--- src/rtl/univ_shift_reg.sv ---
// rtl/univ_shift_reg.sv - universal shift register with parallel load, shift counter and done pulse
module univ_shift_reg #(
  parameter int               WIDTH     = 8,
  parameter logic [WIDTH-1:0] RESET_VAL = '0
) (
  input  logic                       CLK,
  input  logic                       RST,
  input  logic                       EN,
  input  logic [1:0]                 MODE,
  input  logic [WIDTH-1:0]           D,
  input  logic                       SIN_MSB,
  input  logic                       SIN_LSB,
  output logic [WIDTH-1:0]           Q,
  output logic                       SOUT_LSB,
  output logic                       SOUT_MSB,
  output logic [$clog2(WIDTH+1)-1:0] CNT,
  output logic                       DONE
);

  localparam int            CW      = $clog2(WIDTH + 1);
  localparam logic [CW-1:0] CNT_MAX = CW'(WIDTH);

  localparam logic [1:0] MODE_HOLD  = 2'b00;
  localparam logic [1:0] MODE_RIGHT = 2'b01;
  localparam logic [1:0] MODE_LEFT  = 2'b10;
  localparam logic [1:0] MODE_LOAD  = 2'b11;

  assign SOUT_LSB = Q[0];
  assign SOUT_MSB = Q[WIDTH-1];

  // DONE defaults low every edge so the pulse is one cycle wide even across EN stalls.
  always_ff @(posedge CLK) begin
    if (RST) begin
      Q    <= RESET_VAL;
      CNT  <= '0;
      DONE <= 1'b0;
    end else if (!EN) begin
      DONE <= 1'b0;
    end else begin
      DONE <= 1'b0;
      case (MODE)
        MODE_HOLD: begin
        end
        MODE_RIGHT, MODE_LEFT: begin
          if (MODE == MODE_RIGHT) Q <= {SIN_MSB, Q[WIDTH-1:1]};
          else                    Q <= {Q[WIDTH-2:0], SIN_LSB};
          // Counter saturates at WIDTH; only the WIDTH-1 -> WIDTH step raises DONE.
          if (CNT != CNT_MAX) begin
            CNT  <= CNT + 1'b1;
            DONE <= (CNT == CNT_MAX - 1'b1);
          end
        end
        MODE_LOAD: begin
          Q   <= D;
          CNT <= '0;
        end
        default: begin
        end
      endcase
    end
  end

endmodule

--- config.mk ---
export PLATFORM = sky130hd
export DESIGN_NAME = univ_shift_reg
export DESIGN_NICKNAME = d
export VERILOG_FILES = /design/src/rtl/univ_shift_reg.sv
export SDC_FILE = /design/constraint.sdc
export NUM_CORES = 1
export LEC_CHECK = 0
export ABC_AREA = 1
export BUFFER_PORTS_ARGS = -buffer_cell sky130_fd_sc_hd__buf_2
export CORE_ASPECT_RATIO = 0.8
export CORE_MARGIN = 1.5
export CORE_UTILIZATION = 40
export DETAILED_ROUTE_END_ITERATION = 8
export PLACE_DENSITY_LB_ADDON = 0.2
export SYNTH_ARGS = -nofsm -noshare
export SYNTH_HDL_FRONTEND = slang
export SYNTH_SLANG_ARGS = --single-unit
--- constraint.sdc ---
create_clock -name CLK -period 1.95 [get_ports CLK]
set_input_delay 0.195 -clock CLK [delete_from_list [all_inputs] [get_ports CLK]]
set_output_delay 0.195 -clock CLK [all_outputs]
set_load 0.01 [all_outputs]
# Yosys cells after proc, flatten, opt, wreduce, memory -nomap -nowiden
# Index checks and enable logic that the tools add are counted.
# word_totals
elab_cells	22
out_inout_bits	15
register_bits	13
in_bits	15
# classes
bitwise_logic	3
reduce_logical	5
eq_ne	6
mux	4
add_sub_neg	1
# ops
op	n
$pmux W8 S2	1
$mux W8	1
$pmux W4 S2	1
$add A4 B1 Y4 const B	1
$eq A2 B2 Y1 const B	2
$eq A4 B3 Y1 const B	1
$mux W4	1
$ne A4 B4 Y1 const B	1
$reduce_or A4 Y1	1
$not A1 Y1	3
$reduce_and A3 Y1	1
$eq A2 B1 Y1 const B	1
$ne A2 B2 Y1 const B	1
$reduce_and A2 Y1	1
$reduce_bool A2 Y1	1
$reduce_or A2 Y1	1

# Longest topological paths before layout
# Gate-level depths: netlist of run 1.
# depth
word_depth	4
depth_mapped	7
ltp_nobuf	7

# Worst setup path after synthesis of run 1
# No wires, ideal clock.
# synth_timing
kind	flip-flop to flip-flop
from	reg CNT[0]
to	reg CNT[0]
period_less_slack_ns	1.248
stages_incl_launch_ff	7
t_arrival_ns	1.134
setup_ns	0.114
setup_slack_ns	0.702
path_buffers	0
required_ns	1.836
path_cell_list	dfxtp_1 > inv_1 > ha_1 > nand4_1 > nand3_1 > a21oi_1 > nor2_1
# synth_between
elab_chain_len	3
word_cells_on_any_way	6
classes_between	add/sub (1); eq/ne (2); mux (2); reduce/logical (1)
# synth_lines
item	line	text
start: declaration	16	output logic [$clog2(WIDTH+1)-1:0] CNT,
start signal: assignment	49	CNT <= CNT + 1'b1;
$add A4 B1 Y4 / $ne A4 B4 Y1 (equally long branches)	49, 48	
$mux W4 / $ne A2 B2 Y1 (equally long branches)	-	
$pmux W4 S2 / $reduce_and A3 Y1 (equally long branches)	-	
# Several ways; a longest one is shown, not always the timed one. The select of a mux whose other input is x is not followed.
# A chain may end at the register's enable or synchronous reset.

# Final worst setup path of run 1
# Ends and elaborated chain as after synthesis.

==> run summary, run 1 <==
The flop and latch count out of synthesis came out at 13. The launch point of the worst hold path was D[2]. The run gives 131 as the net count of the mapped netlist. The completed layout was analyzed and its total power is 0.622 mW. The count of flip-flops with a built-in enable after synthesis works out to 0.

The routed design uses 759 um of met2 wire. For the final hold violation count, the log shows 0. The worst flop-to-flop path startpoint is CNT[0]. The required arrival time at the worst endpoint is 2.13 ns, and the minimum clock period is 1.35 ns.

The logs give 2260 sq um for the die footprint and 0.000735 ns for the maximum clock skew at final layout. Entering global routing, the biggest net connects 17 pins. STA classifies the critical path startpoint as a flip-flop.

The final cycle utilization of the critical path was 69.4%; the synthesized cell area was 792 sq um. The tools report the global-route usage over all layers as 18.7%. The remaining design rule violation count was 0. The mean number of vias per cell came out at 4.91.

The analysis attributes to cell leakage a power of 0.455 nW. Synthesis instantiated 20 different standard cells from the library. The tools report the worst slack after detailed placement as 0.438 ns. Wire segments on met3 add up to 117 um in the final route. The number of cells produced by synthesis was 111. Yosys attributes the largest share of cell area to sky130_fd_sc_hd__dfxtp_1 33%, sky130_fd_sc_hd__nand2_1 13%, sky130_fd_sc_hd__ha_1 7.9%, sky130_fd_sc_hd__inv_1 7.1%, sky130_fd_sc_hd__a31oi_1 6.3%.

The count of maximum capacitance violations was 0; the initial antenna violation count was 0. The tools report the start point of the critical path as CNT[0]. Clock latency on the worst-skew pair, taken at its later pin, is 0.28 ns.

The number of buffers added for setup after CTS was 0; the width of the chip was 52.8 um. For this run, the number of Yosys warnings is 0. Worst hold-check path type: in2reg.

Clock sink count: 13. For the share of total power in combinational logic, the log shows 23.7%. The fraction of registers with async set/reset was 0%; the final count of pins violating max slew was 0. The relative slew slack is 67.6%. Routed wire length per instance: 10.7 um.

Setup repair after global routing left no endpoint under its margin. For the initial core utilization, the log shows 42.3%. For the number of nets in the finished design, the log shows 158.

The maximum VDD drop came out at 0.000605 V. The tools report the worst hold slack after final layout as 0.177 ns. The clock network is responsible for 27.4% of the overall power. The tools report the final setup slack of the worst path as 0.597 ns.

The synthesis-to-layout area growth came out at 18.2%. The run gives 0 as the antenna diode instance count. STA classifies the critical path endpoint as a flip-flop. The clock-pin slew on the worst setup and hold paths came out at 0.08 ns. The boundary pin count is 30, and the final setup TNS is 0 ns. Sequential elements use 32.9% of the synthesized area. The first routing iteration left 10 violations.

Based on the critical path, the design can be clocked at up to 739 MHz. The tools report the final count of negative-setup-slack endpoints as 0. Along the worst path, the maximum fanout reaches 6. The number of clock buffers added by TritonCTS is 3.

The floorplan core area came out at 1870 sq um. The synthesized design devotes to its leading area cell type 32.9% of total area. The logs give 0 for the total grt overflow and 49.9% for the final core utilization. For the worst setup path, the data arrival time is 1.53 ns. The first-pass GRT wire length is 3110 um, and the number of input and output port buffers inserted is 29.

The sequential share of power came out at 48.9%. The cell type with the largest total area after synthesis was sky130_fd_sc_hd__dfxtp_1. TritonCTS built the clock tree. Of the total power, the share spent switching nets is 31.4%.

At the pin with the least slew margin, the transition time is 0.486 ns. The chip height was 42.8 um. The first TritonRoute pass finished after 4 iterations. The logs give 0.427 mW for the internal power and 1290 um for the HPWL after detailed placement. The site row count came out at 14. The run gives 733 as the via count of the first global-routing pass. The tools report the number of vias after detailed routing as 791. The mean post-synth cell area works out to 7.14 sq um. The congestion estimate from routability-driven global placement came to 0.882. The switching power summed over all nets was 0.195 mW.

The number of levels the H-tree was split into is 1. The most common cell in the synthesized netlist is sky130_fd_sc_hd__nand2_1. The power per cell area was 665 nW/um^2; the final wirelength was 1730 um.

In the synthesized netlist the dominant register cell turns out to be sky130_fd_sc_hd__dfxtp_1. Clock tree synthesis selected as its root buffer the cell sky130_fd_sc_hd__clkbuf_4. No sink is reached through more buffers than the 2 on the longest clock path. For this block, wires on met1 add up to 826 um. The run finished with clean final reports. The remaining number of nets flagged by the antenna check after routing came out at 0.

In this run, post-CTS repair resized a total of 0 instances. Category of the most critical setup path: reg2reg. The tools report the post-cts hold buffer count as 0.

In the synthesized netlist, the cells that appear most often are 28 x sky130_fd_sc_hd__nand2_1, 15 x sky130_fd_sc_hd__inv_1, 13 x sky130_fd_sc_hd__dfxtp_1, 8 x sky130_fd_sc_hd__a31oi_1, 8 x sky130_fd_sc_hd__o21ai_0. Cells with a size suffix above 1 make up 26.3% of the layout. The highest signal layer in the routed design was met4.
-- power groups by stage --
stage | registers [mW] | clock network (mW) | logic [mW]
after floorplan | 0.318 | 0 | 0.0965
after global placement | 0.310 | 0 | 0.146
after detailed placement | 0.311 | 0 | 0.148
after CTS | 0.305 | 0.178 | 0.149
after global routing | 0.307 | 0.184 | 0.169
final | 0.304 | 0.170 | 0.147
-- flip-flops by register name (all words and copies together), names as in the netlist --
name	cells
Q	8
CNT	4
DONE	1
-- layout make-up --
type	count	area, sq um
fill	203	938
multi-input combinational	75	414
sequential	13	260
timing repair buffer	29	145
inverter	16	60.1
tap	24	30.0
clock buffer	4	26.3
-- critical path, stage by stage, from the launching register on --
cell and delay (ns):
sky130_fd_sc_hd__dfxtp_1 0.41, sky130_fd_sc_hd__inv_1 0.10, sky130_fd_sc_hd__ha_1 0.21, sky130_fd_sc_hd__nand4_1 0.12, sky130_fd_sc_hd__nand3_1 0.19, sky130_fd_sc_hd__a21oi_1 0.17
sky130_fd_sc_hd__nor2_1 0.05
-- path summary, 6_finish.rpt --
path | endpoint | slack, ns | cells after the start
min | Q[2] | 0.18 | 3
max | CNT[0] | 0.60 | 6
min reg2reg | DONE | 0.53 | 2
max reg2reg | CNT[0] | 0.60 | 6
-- cells by family (layout without fill, tap and decap cells) --
kind of cell,count (synthesis),in the layout,share of synthesized area [%]
AND/OR/NAND/NOR,42,42,23.1
AO/OA/AOI/OAI,28,28,21.3
buffers and inverters,23,49,14.8
flip-flops,13,13,32.9
adder cells (fa/ha/maj),5,5,7.90
-- metal layers --
| metal | global-route usage (%) | vias up |
|---|---|---|
| met5 | 0 | - |
| met4 | 4.62 | 0 |
| met3 | 7.39 | 2 |
| met2 | 29.0 | 21 |
| met1 | 24.2 | 348 |
| li1 | - | 420 |
-- cells in the final DEF (no fill, tap or decap), types with 2 or more instances in the layout --
master                     synthesis  final
sky130_fd_sc_hd__a21oi_1           4      4
sky130_fd_sc_hd__a31oi_1           8      8
sky130_fd_sc_hd__buf_2             2     29
sky130_fd_sc_hd__clkbuf_4          0      3
sky130_fd_sc_hd__dfxtp_1          13     13
sky130_fd_sc_hd__ha_1              5      5
sky130_fd_sc_hd__inv_1            15     15
sky130_fd_sc_hd__nand2_1          28     28
sky130_fd_sc_hd__nand3_1           2      2
sky130_fd_sc_hd__nand4_1           5      5
sky130_fd_sc_hd__nor2_1            5      5
sky130_fd_sc_hd__o211ai_1          6      6
sky130_fd_sc_hd__o21ai_0           8      8
-- stage by stage --
step / instance area (sq um) / cells
after global routing: 936 / 161
after floorplan: 792 / 111
after CTS: 936 / 161
final: 936 / 161
after detailed placement: 910 / 157
after global placement: 910 / 157
(Power assumes the default switching activity.)
==> run 2, diff against run 1 <==
==> constraint.sdc (replaced) <==
create_clock -name CLK -period 1.2 [get_ports CLK]
set_input_delay 0.12 -clock CLK [delete_from_list [all_inputs] [get_ports CLK]]
set_output_delay 0.12 -clock CLK [all_outputs]
set_load 0.01 [all_outputs]
==> run summary, run 2 (same netlist as run 1, synthesis figures left out) <==
The flow ran to the end, and the final reports show no timing, DRC or antenna violations. Regs by FF count: Q x8, CNT x4, DONE x1 (unchanged). The final count of negative-setup-slack endpoints is 0 (unchanged), and the initial antenna violation count is 0 (unchanged).

For the final core utilization, the log shows 56.5% (was 49.9%). The number of iterations in the first detailed-routing pass is 4 (unchanged), and the routed wire length per instance is 10.6 um (was 10.7 um). The floorplan core area was 1870 sq um (unchanged); the site row count was 14 (unchanged). The logs give 0 (unchanged) for the antenna diode instance count and 0.27 ns (was 0.28 ns) for the clock insertion delay at the later pin of the skew report. The clock root buffer was sky130_fd_sc_hd__clkbuf_4 (unchanged).

The count of maximum capacitance violations came out at 0 (unchanged). The most common cell after layout, fill and taps aside is sky130_fd_sc_hd__buf_2 (unchanged). For the remaining number of nets flagged by the antenna check after routing, the log shows 0 (unchanged). Delay of the slowest cell on the worst path: 0.34 ns (was 0.41 ns).

TritonCTS built the clock tree. Setup repair after global routing could not meet its margin everywhere. The final setup TNS came out at 0 ns (unchanged).

The power per cell area was 1000 nW/um^2 (was 665 nW/um^2). The pin count of the biggest net entering global routing came out at 17 (unchanged). Cells along the critical path: inv_2, ha_4, nand4_1, nand3_2, a21oi_1, nor2_1 (was inv_1, ha_1, nand4_1, nand3_1, a21oi_1, nor2_1). The kind of capture point of the worst setup path is a flip-flop (unchanged). The clock sink count was 13 (unchanged); the maximum clock skew at final layout was 0.000464 ns (was 0.000735 ns).

Number of nets in the finished design: 171 (was 158). The number of levels the H-tree was split into was 1 (unchanged). The boundary pin count is 30 (unchanged).

The minimum clock period works out to 1.10 ns (was 1.35 ns). Register bank with the most flops: Q (unchanged). The clock-pin slew on the worst setup and hold paths is 0.08 ns (about the same), and the first-pass GRT wire length is 3190 um (was 3110 um).

For the arrival time of data at the critical path endpoint, the log shows 1.28 ns (was 1.53 ns). The logs give 1.06 mW (was 0.622 mW) for the total power and 3 (unchanged) for the total CTS buffers. The width of the chip was 52.8 um (unchanged); the required arrival time at the worst endpoint was 1.37 ns (was 2.13 ns).

The category of the most critical setup path is reg2reg (unchanged). The tools report the via count of the first global-routing pass as 727 (was 733). Nature of the critical path startpoint: a flip-flop (unchanged). The highest net fanout along the worst path was 6 (unchanged).

The number of stages on the worst hold path is 3 (unchanged), and the global-route usage over all layers is 19.5% (was 18.7%). The HPWL after detailed placement is 1360 um (was 1290 um), and the final hold violation count is 0 (unchanged). Chip height: 42.8 um (unchanged). The flip-flop count of the largest register after layout was 8 (unchanged); the mean number of vias per cell was 4.83 (was 4.91). The total grt overflow came out at 0 (unchanged). The violation count after the first detailed-routing iteration is 6 (was 10), and the count of non-filler cells in the finished layout is 174 (was 161). The relative slew slack was 66.2% (was 67.6%).

The final wirelength came out at 1840 um (was 1730 um). The share of post-route cells with drive strength above 1 came out at 38.0% (was 26.3%). The final-layout fill cell count came out at 193 (was 203). The final cycle utilization of the critical path is 92.0% (was 69.4%), and the synthesis-to-layout area growth is 33.8% (was 18.2%).

The initial core utilization came out at 42.3% (unchanged). Remaining design rule violation count: 0 (unchanged). The logs give 0.523 nW (was 0.455 nW) for the static leakage and 2260 sq um (unchanged) for the die footprint.

The final count of pins violating max slew came out at 0 (unchanged). Top library cells by usage in the layout, fill and taps aside: 29 x sky130_fd_sc_hd__buf_2, 27 x sky130_fd_sc_hd__nand2_1, 13 x sky130_fd_sc_hd__inv_1, 13 x sky130_fd_sc_hd__buf_4, 11 x sky130_fd_sc_hd__dfxtp_1 (was 29 x sky130_fd_sc_hd__buf_2, 28 x sky130_fd_sc_hd__nand2_1, 15 x sky130_fd_sc_hd__inv_1). The final weighted congestion in routability-driven placement is 0.890 (was 0.882). The worst hold-check path type was in2reg (unchanged). The number of vias after detailed routing is 841 (was 791), and the maximum clock insertion buffer count is 2 (unchanged). The worst-margin pin slew is 0.507 ns (was 0.486 ns). Number of input and output port buffers inserted: 29 (unchanged). The slowest cell on the critical path was sky130_fd_sc_hd__dfxtp_2 (was sky130_fd_sc_hd__dfxtp_1).

The maximum clock frequency came out at 905 MHz (was 739 MHz). The number of cells on the worst reg-to-reg path came out at 6 (unchanged). For the number of cells after detailed placement, the log shows 169 (was 157). The run gives 0.000866 V (was 0.000605 V) as the maximum VDD drop.
[run 2: changes by cell type in the layout (fill, tap and decap cells not counted), sizes merged]
cell  before  now
buf       29   42
[run 2: per-layer routing]
layer  part of all wire (%)  up-vias  GRT usage [%]
met5                      0        -              0
li1                       -      449              -
met4                    1.0        0           4.62
met2                     46       21           30.5
met1                     47      369           25.2
met3                    5.9        2           7.39
[run 2: layout make-up]
cell class | instances | area (sq um) | area share (%)
tap | 24 | 30.0 | 2.83
inverter | 16 | 60.1 | 5.67
clock buffer | 4 | 26.3 | 2.48
sequential | 13 | 263 | 24.8
timing repair buffer | 42 | 243 | 22.9
multi-input combinational | 75 | 438 | 41.3
[run 2: power breakdown]
group	internal [mW]	switching (mW)	total, mW
Clock	0.129	0.140	0.268
Sequential	0.465	0.0263	0.491
Combinational	0.140	0.160	0.301
Total	0.734	0.326	1.06
[run 2: critical path, delay by kind of cell (launching register included)]
kind                     cells  cell delay, ns
buffers and inverters        1            0.05
flip-flops                   1            0.34
AND/OR/NAND/NOR              3            0.30
AO/OA/AOI/OAI                1            0.16
adder cells (fa/ha/maj)      1            0.15
[run 2: path summary, 6_finish.rpt]
check,from,end,slack (ns)
max,CNT[0],CNT[0],0.1
min,D[1],Q[1],0.10
max reg2reg,CNT[0],CNT[0],0.1
min reg2reg,Q[6],Q[6],0.55
[run 2: what timing repair did]
action / 4_1_cts / 5_1_grt
cloned: 0 / 0
hold buffers: 0 / 0
endpoints found under the setup margin: 3 / 4
resized for setup: 1 / 6
pin swaps: 0 / 4
buffers inserted: 0 / 1
[run 2: stage by stage]
| step | instance area [sq um] | hold slack [ns] | setup slack [ns] |
|---|---|---|---|
| floorplan | 795 | 0.266 | 0.0209 |
| CTS | 1030 | 0.0966 | 0.0371 |
| global route | 1060 | 0.103 | -0.00916 |
| global placement | 1000 | 0.389 | -0.101 |
| detailed placement | 1000 | 0.389 | -0.146 |
| finish | 1060 | 0.104 | 0.0954 |
==> run 3, diff against run 2 <==
--- a/config.mk
+++ b/config.mk
@@ -12,6 +12,7 @@
 export CORE_UTILIZATION = 40
 export DETAILED_ROUTE_END_ITERATION = 8
 export PLACE_DENSITY_LB_ADDON = 0.2
+export SETUP_SLACK_MARGIN = 0.15
 export SYNTH_ARGS = -nofsm -noshare
 export SYNTH_HDL_FRONTEND = slang
 export SYNTH_SLANG_ARGS = --single-unit
==> run summary, run 3 (same netlist as run 1, synthesis figures left out) <==
The worst hold-check path type was in2reg (unchanged). The number of iterations in the first detailed-routing pass is 4 (unchanged). The delay of the slowest cell on the worst path was 0.36 ns (was 0.34 ns); the remaining design rule violation count was 0 (unchanged).

Clock insertion delay at the later pin of the skew report: 0.27 ns (about the same). Worst hold slack after final layout: 0.105 ns (was 0.104 ns). The violation count after the first detailed-routing iteration was 26 (was 6). Kind of capture point of the worst setup path: a flip-flop (unchanged).

The number of levels the H-tree was split into is 1 (unchanged). The flip-flop count of the largest register after layout was 8 (unchanged); the clock sink count was 13 (unchanged). Count of maximum capacitance violations: 0 (unchanged). The logs give 862 (was 841) for the number of vias after detailed routing and 0 (unchanged) for the antenna diode instance count. The final setup slack of the worst path was 0.0374 ns (was 0.0954 ns); the maximum VDD drop was 0.000615 V (was 0.000866 V). The initial antenna violation count came out at 0 (unchanged). The count of buffer and inverter cells on the critical path is 3 (was 1), and the relative slew slack is 71.7% (was 66.2%). Share of post-route cells with drive strength above 1: 39.1% (was 38.0%). The final cycle utilization of the critical path is 96.9% (was 92.0%), and the minimum clock period is 1.16 ns (was 1.10 ns). The final-layout fill cell count is 190 (was 193). The run gives 0 (unchanged) as the final count of negative-setup-slack endpoints. The arrival time of data at the critical path endpoint is 1.35 ns (was 1.28 ns), and the post-route met1 wirelength is 968 um (was 861 um). The maximum clock skew at final layout was 0.00300 ns (was 0.000464 ns); the highest net fanout along the worst path was 2 (was 6).

The final weighted congestion in routability-driven placement was 0.889 (was 0.890). The number of cells on the worst reg-to-reg path was 8 (was 6). Counting stages on the worst path, the most repeated cell is sky130_fd_sc_hd__nand4_1.

The count of non-filler cells in the finished layout was 175 (was 174). Initial core utilization: 42.3% (unchanged). The boundary pin count was 30 (unchanged). The cell area reported after detailed placement was 997 sq um (was 1000 sq um); the final hold violation count was 0 (unchanged). The number of cells after detailed placement came out at 163 (was 169). Cells along the critical path: inv_4, ha_4, nand4_1, buf_4, nand4_1, nand2_1, inv_1, nor2_1 (was inv_2, ha_4, nand4_1, nand3_2, a21oi_1, nor2_1). The final setup TNS is 0 ns (unchanged). The run finished with clean final reports. The routed wire length per instance works out to 11.8 um (was 10.6 um). The slowest cell on the critical path was sky130_fd_sc_hd__dfxtp_4 (was sky130_fd_sc_hd__dfxtp_2). The tools report the final wirelength as 2070 um (was 1840 um). The final count of pins violating max slew is 0 (unchanged), and the power per cell area is 993 nW/um^2 (was 1000 nW/um^2).

The tools report the start point of the critical path as CNT[1] (was CNT[0]). For the final standard cell area without fillers, the log shows 1120 sq um (was 1060 sq um). The run gives 20.4% (was 19.5%) as the global-route usage over all layers.

The tools report the nature of the critical path startpoint as a flip-flop (unchanged). The pin count of the biggest net entering global routing is 17 (unchanged), and the width of the chip is 52.8 um (unchanged). First-pass GRT wire length: 3400 um (was 3190 um).

Worst slack after detailed placement: -0.0368 ns (was -0.146 ns). The mean number of vias per cell came out at 4.93 (was 4.83). The register bank with the most flops is Q (unchanged). The internal reg-to-reg setup slack was 0.04 ns (was 0.1 ns).

The tools report the endpoint of the lowest-slack register-to-register path as CNT[2] (was CNT[0]). Instance count on the critical path: 8 (was 6). Met2 wire length: 976 um (was 849 um). For the die footprint, the log shows 2260 sq um (unchanged). The synthesis-to-layout area growth is 42.0% (was 33.8%). The tools report the worst flop-to-flop path startpoint as CNT[1] (was CNT[0]). The maximum clock insertion buffer count came out at 2 (unchanged).

Category of the most critical setup path: reg2reg (unchanged). The total CTS buffers came out at 3 (unchanged). For the number of nets in the finished design, the log shows 172 (was 171).

TritonCTS built the clock tree. The remaining number of nets flagged by the antenna check after routing came out at 0 (unchanged). The total grt overflow is 0 (unchanged), and the clock-pin slew on the worst setup and hold paths is 0.09 ns (was 0.08 ns). The run gives 14 (unchanged) as the site row count.

Setup repair after global routing could not meet its margin everywhere. The maximum clock frequency was 860 MHz (was 905 MHz). Regs by FF count: Q x8, CNT x4, DONE x1 (unchanged). Top library cells by usage in the layout, fill and taps aside: 28 x sky130_fd_sc_hd__nand2_1, 28 x sky130_fd_sc_hd__buf_2, 13 x sky130_fd_sc_hd__inv_1 (was 29 x sky130_fd_sc_hd__buf_2, 27 x sky130_fd_sc_hd__nand2_1, 13 x sky130_fd_sc_hd__inv_1, 13 x sky130_fd_sc_hd__buf_4, 11 x sky130_fd_sc_hd__dfxtp_1). The highest signal layer in the routed design was met4 (unchanged). The via count of the first global-routing pass is 793 (was 727).

The run gives 1.12 mW (was 1.06 mW) as the total power. The number of input and output port buffers inserted is 29 (unchanged). The floorplan core area was 1870 sq um (unchanged); the sequential cell area in the final layout was 268 sq um (was 263 sq um). The area of the multi-input gates is 454 sq um (was 438 sq um).

The clock root buffer is sky130_fd_sc_hd__clkbuf_4 (unchanged). Met3 wire length: 114 um (was 109 um). The worst-margin pin slew was 0.424 ns (was 0.507 ns).

The required arrival time at the worst endpoint was 1.38 ns (was 1.37 ns); the chip height was 42.8 um (unchanged). Cell type group with the largest total delay on the critical path: flip-flops (unchanged). The final core utilization was 60.0% (was 56.5%).

For the static leakage, the log shows 0.535 nW (was 0.523 nW). The HPWL after detailed placement is 1330 um (was 1360 um). The end point of the critical path is CNT[2] (was CNT[0]).
==> run 3: cell count changes in the layout (fill, tap and decap cells not counted), moves of 2 or more <==
cell,before,now
sky130_fd_sc_hd__dfxtp_2,2,0
sky130_fd_sc_hd__buf_12,0,2
sky130_fd_sc_hd__inv_4,0,2
sky130_fd_sc_hd__inv_2,3,1
sky130_fd_sc_hd__dfxtp_4,0,2
==> run 3: power breakdown <==
| group | switching [mW] | internal [mW] |
|---|---|---|
| clock | 0.152 | 0.129 |
| sequential | 0.0299 | 0.464 |
| combinational | 0.175 | 0.167 |
| total | 0.357 | 0.760 |
==> run 3: layer usage <==
metal	up-vias	global-route usage (%)
met5	-	0
met4	0	8.21
met3	2	3.52
met2	26	32.5
met1	384	27.1
li1	450	-
==> run 3: area by class of cell <==
class / instances / area share (%)
multi-input cells: 75 / 40.4
repair buffers: 43 / 25.0
flip-flops and latches: 13 / 23.8
inverters: 16 / 5.78
well taps: 24 / 2.67
clock buffers: 4 / 2.34
==> run 3: how the worst min path moves through the flow <==
| stage | from | endpoint | slack [ns] | depth (start not counted) |
|---|---|---|---|---|
| after CTS | D[1] | Q[1] | 0.10 | 3 |
| after global routing | D[4] | Q[4] | 0.12 | 3 |
| after floorplan | EN | DONE | 0.27 | 2 |
| final | D[1] | Q[1] | 0.10 | 3 |
| after global placement | D[1] | Q[1] | 0.39 | 3 |
| after detailed placement | D[1] | Q[1] | 0.40 | 3 |
==> run 3: tightest hold or removal path: stages <==
cell                      delay [ns]
sky130_fd_sc_hd__buf_2          0.09
sky130_fd_sc_hd__nand2_1        0.05
sky130_fd_sc_hd__a31oi_1        0.07
==> run 3: what timing repair did <==
item | in CTS | in global routing
hold endpoints to repair | 0 | 0
setup endpoints to repair | 4 | 6
hold buffers | 0 | 0
gates resized for setup | 6 | 2
buffers inserted | 6 | 2
pin swaps | 5 | 3
